<file path="src/rtl/mem_dma_pkg.sv">
// mem_dma_pkg
//   Shared types and helpers for the block DMA initiator.
//   mem_dma_state_e : FSM state encoding used by mem_block_dma
//   beats()         : number of memory beats needed to move one block
package mem_dma_pkg;

    typedef enum logic [1:0] {
        IDLE  = 2'd0,
        ISSUE = 2'd1,
        WAIT  = 2'd2,
        RESP  = 2'd3
    } mem_dma_state_e;

    function automatic int beats(input int block_width, input int dma_data_width);
        return block_width / dma_data_width;
    endfunction

endpackage

</file>
<file path="src/rtl/mem_dma_beat_ctr.sv">
// mem_dma_beat_ctr
//   Beat index counter for the block DMA. Counts 0 .. beats_p-1; the owner
//   stops incrementing on the last beat, so the counter never wraps.
// Ports
//   clk_i    in   clock
//   reset_i  in   synchronous active-high reset
//   clear_i  in   return index to 0 (start of a new block)
//   incr_i   in   advance to the next beat
//   idx_o    out  current beat index
//   last_o   out  current beat is the final beat of the block
module mem_dma_beat_ctr #(
    parameter int beats_p = 4,
    parameter int width_p = 2
) (
    input  logic               clk_i,
    input  logic               reset_i,
    input  logic               clear_i,
    input  logic               incr_i,
    output logic [width_p-1:0] idx_o,
    output logic               last_o
);

    always_ff @(posedge clk_i) begin
        if (reset_i) begin
            idx_o <= '0;
        end else if (clear_i) begin
            idx_o <= '0;
        end else if (incr_i) begin
            idx_o <= idx_o + 1'b1;
        end
    end

    assign last_o = (idx_o == width_p'(beats_p - 1));

endmodule

</file>
<file path="src/rtl/mem_block_dma.sv">
// mem_block_dma
//   Bus-side initiator for the data memory. Splits one block request into
//   sequential beats (one outstanding at a time), gathers read beats back into
//   a block and returns a single response upstream.
//   Optional build macro: MEM_DMA_TIMEOUT_EN adds a WAIT watchdog; on expiry
//   the block is answered early with resp_err_o=1 and whatever data arrived.
// Ports
//   clk_i, reset_i                       clock, synchronous active-high reset
//   req_valid_i/req_ready_o              block request handshake
//   req_we_i, req_addr_i, req_wdata_i    request kind, block address, writeback data
//   resp_valid_o/resp_ready_i            block response handshake
//   resp_rdata_o, resp_err_o             fill data, timeout flag
//   mem_valid_o/mem_ready_i              beat request handshake
//   mem_we_o, mem_addr_o, mem_wdata_o    beat request fields
//   mem_valid_i, mem_rdata_i             beat completion and read data
//
// state | meaning
// IDLE  | ready for a block request
// ISSUE | presenting the current beat to memory
// WAIT  | beat accepted, waiting for its completion
// RESP  | block response presented upstream
module mem_block_dma
    import mem_dma_pkg::*;
#(
    parameter int block_width_p    = 16,
    parameter int dma_data_width_p = 4,
    parameter int timeout_cycles_p = 64
) (
    input  logic                          clk_i,
    input  logic                          reset_i,
    input  logic                          req_valid_i,
    output logic                          req_ready_o,
    input  logic                          req_we_i,
    input  logic [31:0]                   req_addr_i,
    input  logic [block_width_p*32-1:0]   req_wdata_i,
    output logic                          resp_valid_o,
    input  logic                          resp_ready_i,
    output logic [block_width_p*32-1:0]   resp_rdata_o,
    output logic                          resp_err_o,
    output logic                          mem_valid_o,
    input  logic                          mem_ready_i,
    output logic                          mem_we_o,
    output logic [31:0]                   mem_addr_o,
    output logic [dma_data_width_p*32-1:0] mem_wdata_o,
    input  logic                          mem_valid_i,
    input  logic [dma_data_width_p*32-1:0] mem_rdata_i
);

    localparam int beats_lp      = beats(block_width_p, dma_data_width_p);
    localparam int ctr_w_lp      = (beats_lp > 1) ? $clog2(beats_lp) : 1;
    localparam int beat_bits_lp  = dma_data_width_p * 32;
    localparam int beat_bytes_lp = dma_data_width_p * 4;

    if (block_width_p % dma_data_width_p != 0) begin : g_bad_width
        $error("block_width_p must be a multiple of dma_data_width_p");
    end
    if (timeout_cycles_p < 1) begin : g_bad_timeout
        $error("timeout_cycles_p must be at least 1");
    end

    mem_dma_state_e state_q, state_d;

    logic                        we_q;
    logic [31:0]                 addr_q;
    logic [block_width_p*32-1:0] wdata_q;
    logic [block_width_p*32-1:0] rdata_q;
    logic [ctr_w_lp-1:0]         beat_idx;
    logic                        beat_last;
    logic [31:0]                 beat_sel;
    logic                        accept_req;
    logic                        beat_done;
    logic                        timeout_hit;

    assign accept_req = (state_q == IDLE) && req_valid_i;
    assign beat_done  = (state_q == WAIT) && mem_valid_i;
    assign beat_sel   = 32'(beat_idx) * 32'(beat_bits_lp);

    mem_dma_beat_ctr #(
        .beats_p (beats_lp),
        .width_p (ctr_w_lp)
    ) u_beat_ctr (
        .clk_i   (clk_i),
        .reset_i (reset_i),
        .clear_i (accept_req),
        .incr_i  (beat_done && !beat_last),
        .idx_o   (beat_idx),
        .last_o  (beat_last)
    );

`ifdef MEM_DMA_TIMEOUT_EN
    localparam int to_w_lp = (timeout_cycles_p > 1) ? $clog2(timeout_cycles_p) : 1;

    logic [to_w_lp-1:0] to_cnt_q;
    logic               err_q;

    // Down-counter loaded on every entry into WAIT; terminal count 0 marks the
    // last permitted WAIT cycle.
    always_ff @(posedge clk_i) begin
        if (reset_i) begin
            to_cnt_q <= '0;
        end else if (state_q == ISSUE && mem_ready_i) begin
            to_cnt_q <= to_w_lp'(timeout_cycles_p - 1);
        end else if (state_q == WAIT && to_cnt_q != '0) begin
            to_cnt_q <= to_cnt_q - 1'b1;
        end
    end

    assign timeout_hit = (state_q == WAIT) && !mem_valid_i && (to_cnt_q == '0);

    always_ff @(posedge clk_i) begin
        if (reset_i) begin
            err_q <= 1'b0;
        end else if (accept_req) begin
            err_q <= 1'b0;
        end else if (timeout_hit) begin
            err_q <= 1'b1;
        end
    end

    assign resp_err_o = err_q;
`else
    assign timeout_hit = 1'b0;
    assign resp_err_o  = 1'b0;
`endif

    always_ff @(posedge clk_i) begin
        if (reset_i) begin
            state_q <= IDLE;
        end else begin
            state_q <= state_d;
        end
    end

    always_comb begin
        state_d = state_q;
        case (state_q)
            IDLE:  if (req_valid_i)  state_d = ISSUE;
            ISSUE: if (mem_ready_i)  state_d = WAIT;
            WAIT: begin
                if ((beat_done && beat_last) || timeout_hit) begin
                    state_d = RESP;
                end else if (beat_done) begin
                    state_d = ISSUE;
                end
            end
            RESP:  if (resp_ready_i) state_d = IDLE;
            default: state_d = IDLE;
        endcase
    end

    always_ff @(posedge clk_i) begin
        if (reset_i) begin
            we_q    <= 1'b0;
            addr_q  <= '0;
            wdata_q <= '0;
            rdata_q <= '0;
        end else if (accept_req) begin
            we_q    <= req_we_i;
            addr_q  <= req_addr_i;
            wdata_q <= req_wdata_i;
            rdata_q <= '0;
        end else if (beat_done && !we_q) begin
            rdata_q[beat_sel +: beat_bits_lp] <= mem_rdata_i;
        end
    end

    // Beat fields are derived from the latched request and the beat index, so
    // they cannot move while ISSUE waits for mem_ready_i.
    assign req_ready_o  = (state_q == IDLE);
    assign resp_valid_o = (state_q == RESP);
    assign resp_rdata_o = rdata_q;
    assign mem_valid_o  = (state_q == ISSUE);
    assign mem_we_o     = we_q;
    assign mem_addr_o   = addr_q + 32'(beat_idx) * 32'(beat_bytes_lp);
    assign mem_wdata_o  = wdata_q[beat_sel +: beat_bits_lp];

    mem_valid_outside_wait_a : assert property (
        @(posedge clk_i) disable iff (reset_i) mem_valid_i |-> (state_q == WAIT)
    );

endmodule

</file>
<file path="config.mk">
export PLATFORM = sky130hd
export DESIGN_NAME = mem_block_dma
export DESIGN_NICKNAME = d
export VERILOG_FILES = /design/src/rtl/mem_dma_pkg.sv /design/src/rtl/mem_dma_beat_ctr.sv /design/src/rtl/mem_block_dma.sv
export SDC_FILE = /design/constraint.sdc
export NUM_CORES = 2
export LEC_CHECK = 0
export CORE_AREA = 2 2 533 535
export DETAILED_ROUTE_END_ITERATION = 7
export DIE_AREA = 0 0 535 537
export DONT_BUFFER_PORTS = 1
export SLEW_MARGIN = 5
export SYNTH_ARGS = -nofsm -noshare
export SYNTH_HDL_FRONTEND = slang
export SYNTH_HIERARCHICAL = 1
export SYNTH_SLANG_ARGS = --single-unit
</file>
<file path="constraint.sdc">
create_clock -name clk_i -period 4.9 [get_ports clk_i]
set_clock_uncertainty 0.15 [all_clocks]
set_input_delay 0.98 -clock clk_i [delete_from_list [all_inputs] [get_ports clk_i]]
set_output_delay 0.98 -clock clk_i [all_outputs]
set_load 0.01 [all_outputs]
</file>
==> results.yml <==
run_status:
  outcome: "finished clean"
final_layout:
  fin_area_um2: 49100
  drive_gt1_share_pct: 9.85
  nNetsFinal: 5398
  syn_to_final_growth_pct: 18.3
  fillers: 31700
  final_cells: 8594
timing:
  relSlewSlack_pct: 3.28
  max_freq_mhz: 227
  fin_ws_ns: 0.503
  period_minus_slack_ns: 4.40
  drv_slew: 0
  finalSetupViolCount: 0
  final_hold_viol_count: 0
  tightest_slew_ns: 1.45
  tns_ns: 0
  min_period_over_period_pct: 89.7
  rsz0062_at_grt: "no"
die:
  core_um2: 281000
  start_util_pct: 14.8
  die_h_um: 537
  boundaryPins: 1356
  rows: 195
  die_x_um: 535
  die_area_um2: 287000
synthesis:
  syn_area_um2: 41500
  avgSynthCellArea_um2: 8.42
  yosysUniqueCellTypes: 39
  yosysSeqAreaShare_pct: 51.2
  async_flop_share_pct: 0
  yosys_register_bits: 1061
  synth_ff_type: "dfxtp_1"
  yosysWarnings: 6
  synth_top_area_share_pct: 51.2
  yosys.area_share.simple_pct: 21.7
  synth_compound_area_share_pct: 13.0
  synth.area.mux_share_pct: 6.97
  syn-num-nets: 5621
  yosysTopAreaCell: "dfxtp_1"
  synth_cells: 4933
  synth_top_family_by_area: "simple AND/OR/NAND/NOR gates"
  netlist_top_cells_area: "dfxtp_1 (51%), nand2_1 (15%), a21oi_1 (13%)"
  synth_edf_count: 0
  yosys.area_share.adder_pct: 0.289
  yosys.area_share.xor_xnor_pct: 0.570
place:
  dp.cells: 8324
  dp_hpwl_um: 146000
  gp_congestion: 0.920
  place_ws_ns: 1.37
  placed_cell_area_um2: 44700
  io_buffer_count: 0
power_and_ir_drop:
  pwr-share-comb_pct: 6.7
  p_per_area_nw_per_um2: 412
  p_int_w: 0.0151
  switching_share_pct: 25.6
  p_seq_share_pct: 45.3
  p_leak_nw: 15.3
  peakVddDrop_mv: 0.301
  clockPowerShare_pct: 48.0
  power_switching_w: 0.00518
global_routing:
  overflow: 0
  grt_pass1_wl_um: 262000
  antenna_found_initial: 62
  grt_use_total_pct: 12.7
  grt_max_degree: 502
  grt_pass1_vias: 32800
critical_path:
  crit_type: "reg -> out"
  crit_path_end_kind: "output port"
  cp.required_ns: 3.77
  cp_max_fo: 19
  worst_setup_path_start_kind: "flip-flop"
  cp.arrival_ns: 3.27
route:
  drt_drc_violations_left: 0
  viasPerCell: 4.14
  first_pass_iters: 6
  ant_nets: 0
  vias: 35500
  post_drt_wl_per_cell_um: 22.8
  drt-total-wl_um: 196000
  drt_iter0_drc: 2422
clocking:
  htree_levels: 3
  clockRootBuffer: "clkbuf_16"
  cts_sinks: 1061
  post_cts_buffers: 0
  path_clk_slew_ns: 0.06
  clock_latency_ns: 0.82
  clk_path_buf_depth: 4
  cts_tree: "done"
  cts_made_buffers: 121
worst_hold_path:
  hold_class: "in -> reg"
run:
  max_cap_violations: 0
-- cell usage in the layout, fill, tap and decap left out, types with 22 or more instances in the layout --
cell type	n
nand2_1	1614
dfxtp_1	1059
a21oi_1	1038
nand3_1	520
mux4_2	128
clkbuf_16	121
buf_4	70
diode_2	41
clkbuf_8	33
buf_12	22
-- registers in the layout, indices dropped and copies added, names as in the netlist --
| signal | cells |
|---|---|
| u_beat_ctr/idx_o | 2 |
| mem_we_o | 1 |
| state_q | 2 |
| resp_rdata_o | 512 |
| addr_q | 32 |
| wdata_q | 512 |
-- area by class of cell --
type                    count  area, um^2  area share [%]
flip-flops and latches   1061       21200            43.3
multi-input cells        3418       17700            36.1
well taps                3743        4680            9.53
clock buffers             167        3530            7.19
repair buffers             97        1050            2.14
clock inverters            56         708            1.44
diodes                     41         103           0.209
inverters                  11        48.8          0.0993
-- what timing repair did --
item                      in CTS  in global routing
gates resized for setup        0                  0
hold buffers                   3                  1
hold endpoints to repair      27                  2
-- cell usage after synthesis, types with 3 or more instances --
master / instances
nand2_1: 1619
dfxtp_1: 1061
a21oi_1: 1038
nand3_1: 520
clkbuf_1: 175
buf_2: 169
mux4_2: 128
buf_6: 33
buf_1: 22
buf_4: 22
a21oi_2: 20
buf_12: 20
xor2_1: 16
xnor2_1: 11
inv_1: 10
ha_1: 8
nor2_1: 8
nor4_1: 7
nand4_1: 6
nor3_1: 6
and2_4: 4
and4_1: 4
nor3b_1: 4
nand2b_1: 3
-- power groups by stage --
stage	sequential [W]	combinational (W)	clock (W)
6_report	0.00918	0.00135	0.00971
5_1_grt	0.00920	0.00149	0.0103
4_1_cts	0.00917	0.00130	0.00997
3_5_place_dp	0.00937	0.00128	0
3_3_place_gp	0.00936	0.00126	0
2_1_floorplan	0.00925	0.00102	0
-- cells by family after synthesis --
| logic type | after synthesis |
|---|---|
| fa+ha+maj | 9 |
| buf+inv | 454 |
| simple gates | 2189 |
| flops | 1061 |
| xor+xnor | 27 |
| mux | 129 |
| other cells | 1 |
| compound gates | 1063 |
-- worst max-delay path: stages (launching register included) --
cell and delay, ns:
dfxtp_4 0.58, ha_1 0.26, inv_1 0.06, fa_1 0.40, nor2b_1 0.28, nand3_1 0.24
nor4_1 0.31, xor2_1 0.30
-- through the flow --
| step | hold WS, ns | total power, W | utilization, % |
|---|---|---|---|
| after global placement | 0.287 | 0.0106 | 15.9 |
| final | 0.0752 | 0.0202 | 17.5 |
| after detailed placement | 0.293 | 0.0106 | 15.9 |
| after global routing | 0.00336 | 0.0210 | 17.5 |
| after CTS | 0.00906 | 0.0204 | 17.4 |
| after floorplan | 0.283 | 0.0103 | - |
-- metal layers --
metal	vias to the layer above	share of wire, %	track usage [%]
li1	16200	-	-
met1	17100	34	13.3
met2	1814	47	21.0
met3	416	12	5.50
met4	26	6.8	8.14
met5	-	0.089	0
-- path summary, 6_finish.rpt --
kind	from	endpoint	slack, ns	cells past startpoint
worst min-delay path	reset_i	wdata_q[258]$_SDFFE_PP0P_	0.08	1
worst min register to register	wdata_q[438]$_SDFFE_PP0P_	wdata_q[438]$_SDFFE_PP0P_	0.30	2
worst max-delay path	u_beat_ctr/idx_o[0]$_SDFFE_PP0P_	mem_addr_o[26]	0.50	7
worst max register to register	u_beat_ctr/idx_o[0]$_SDFFE_PP0P_	resp_rdata_o[283]$_SDFFE_PP0P_	1.78	6
No activity file was read; power rests on OpenSTA's default activity.
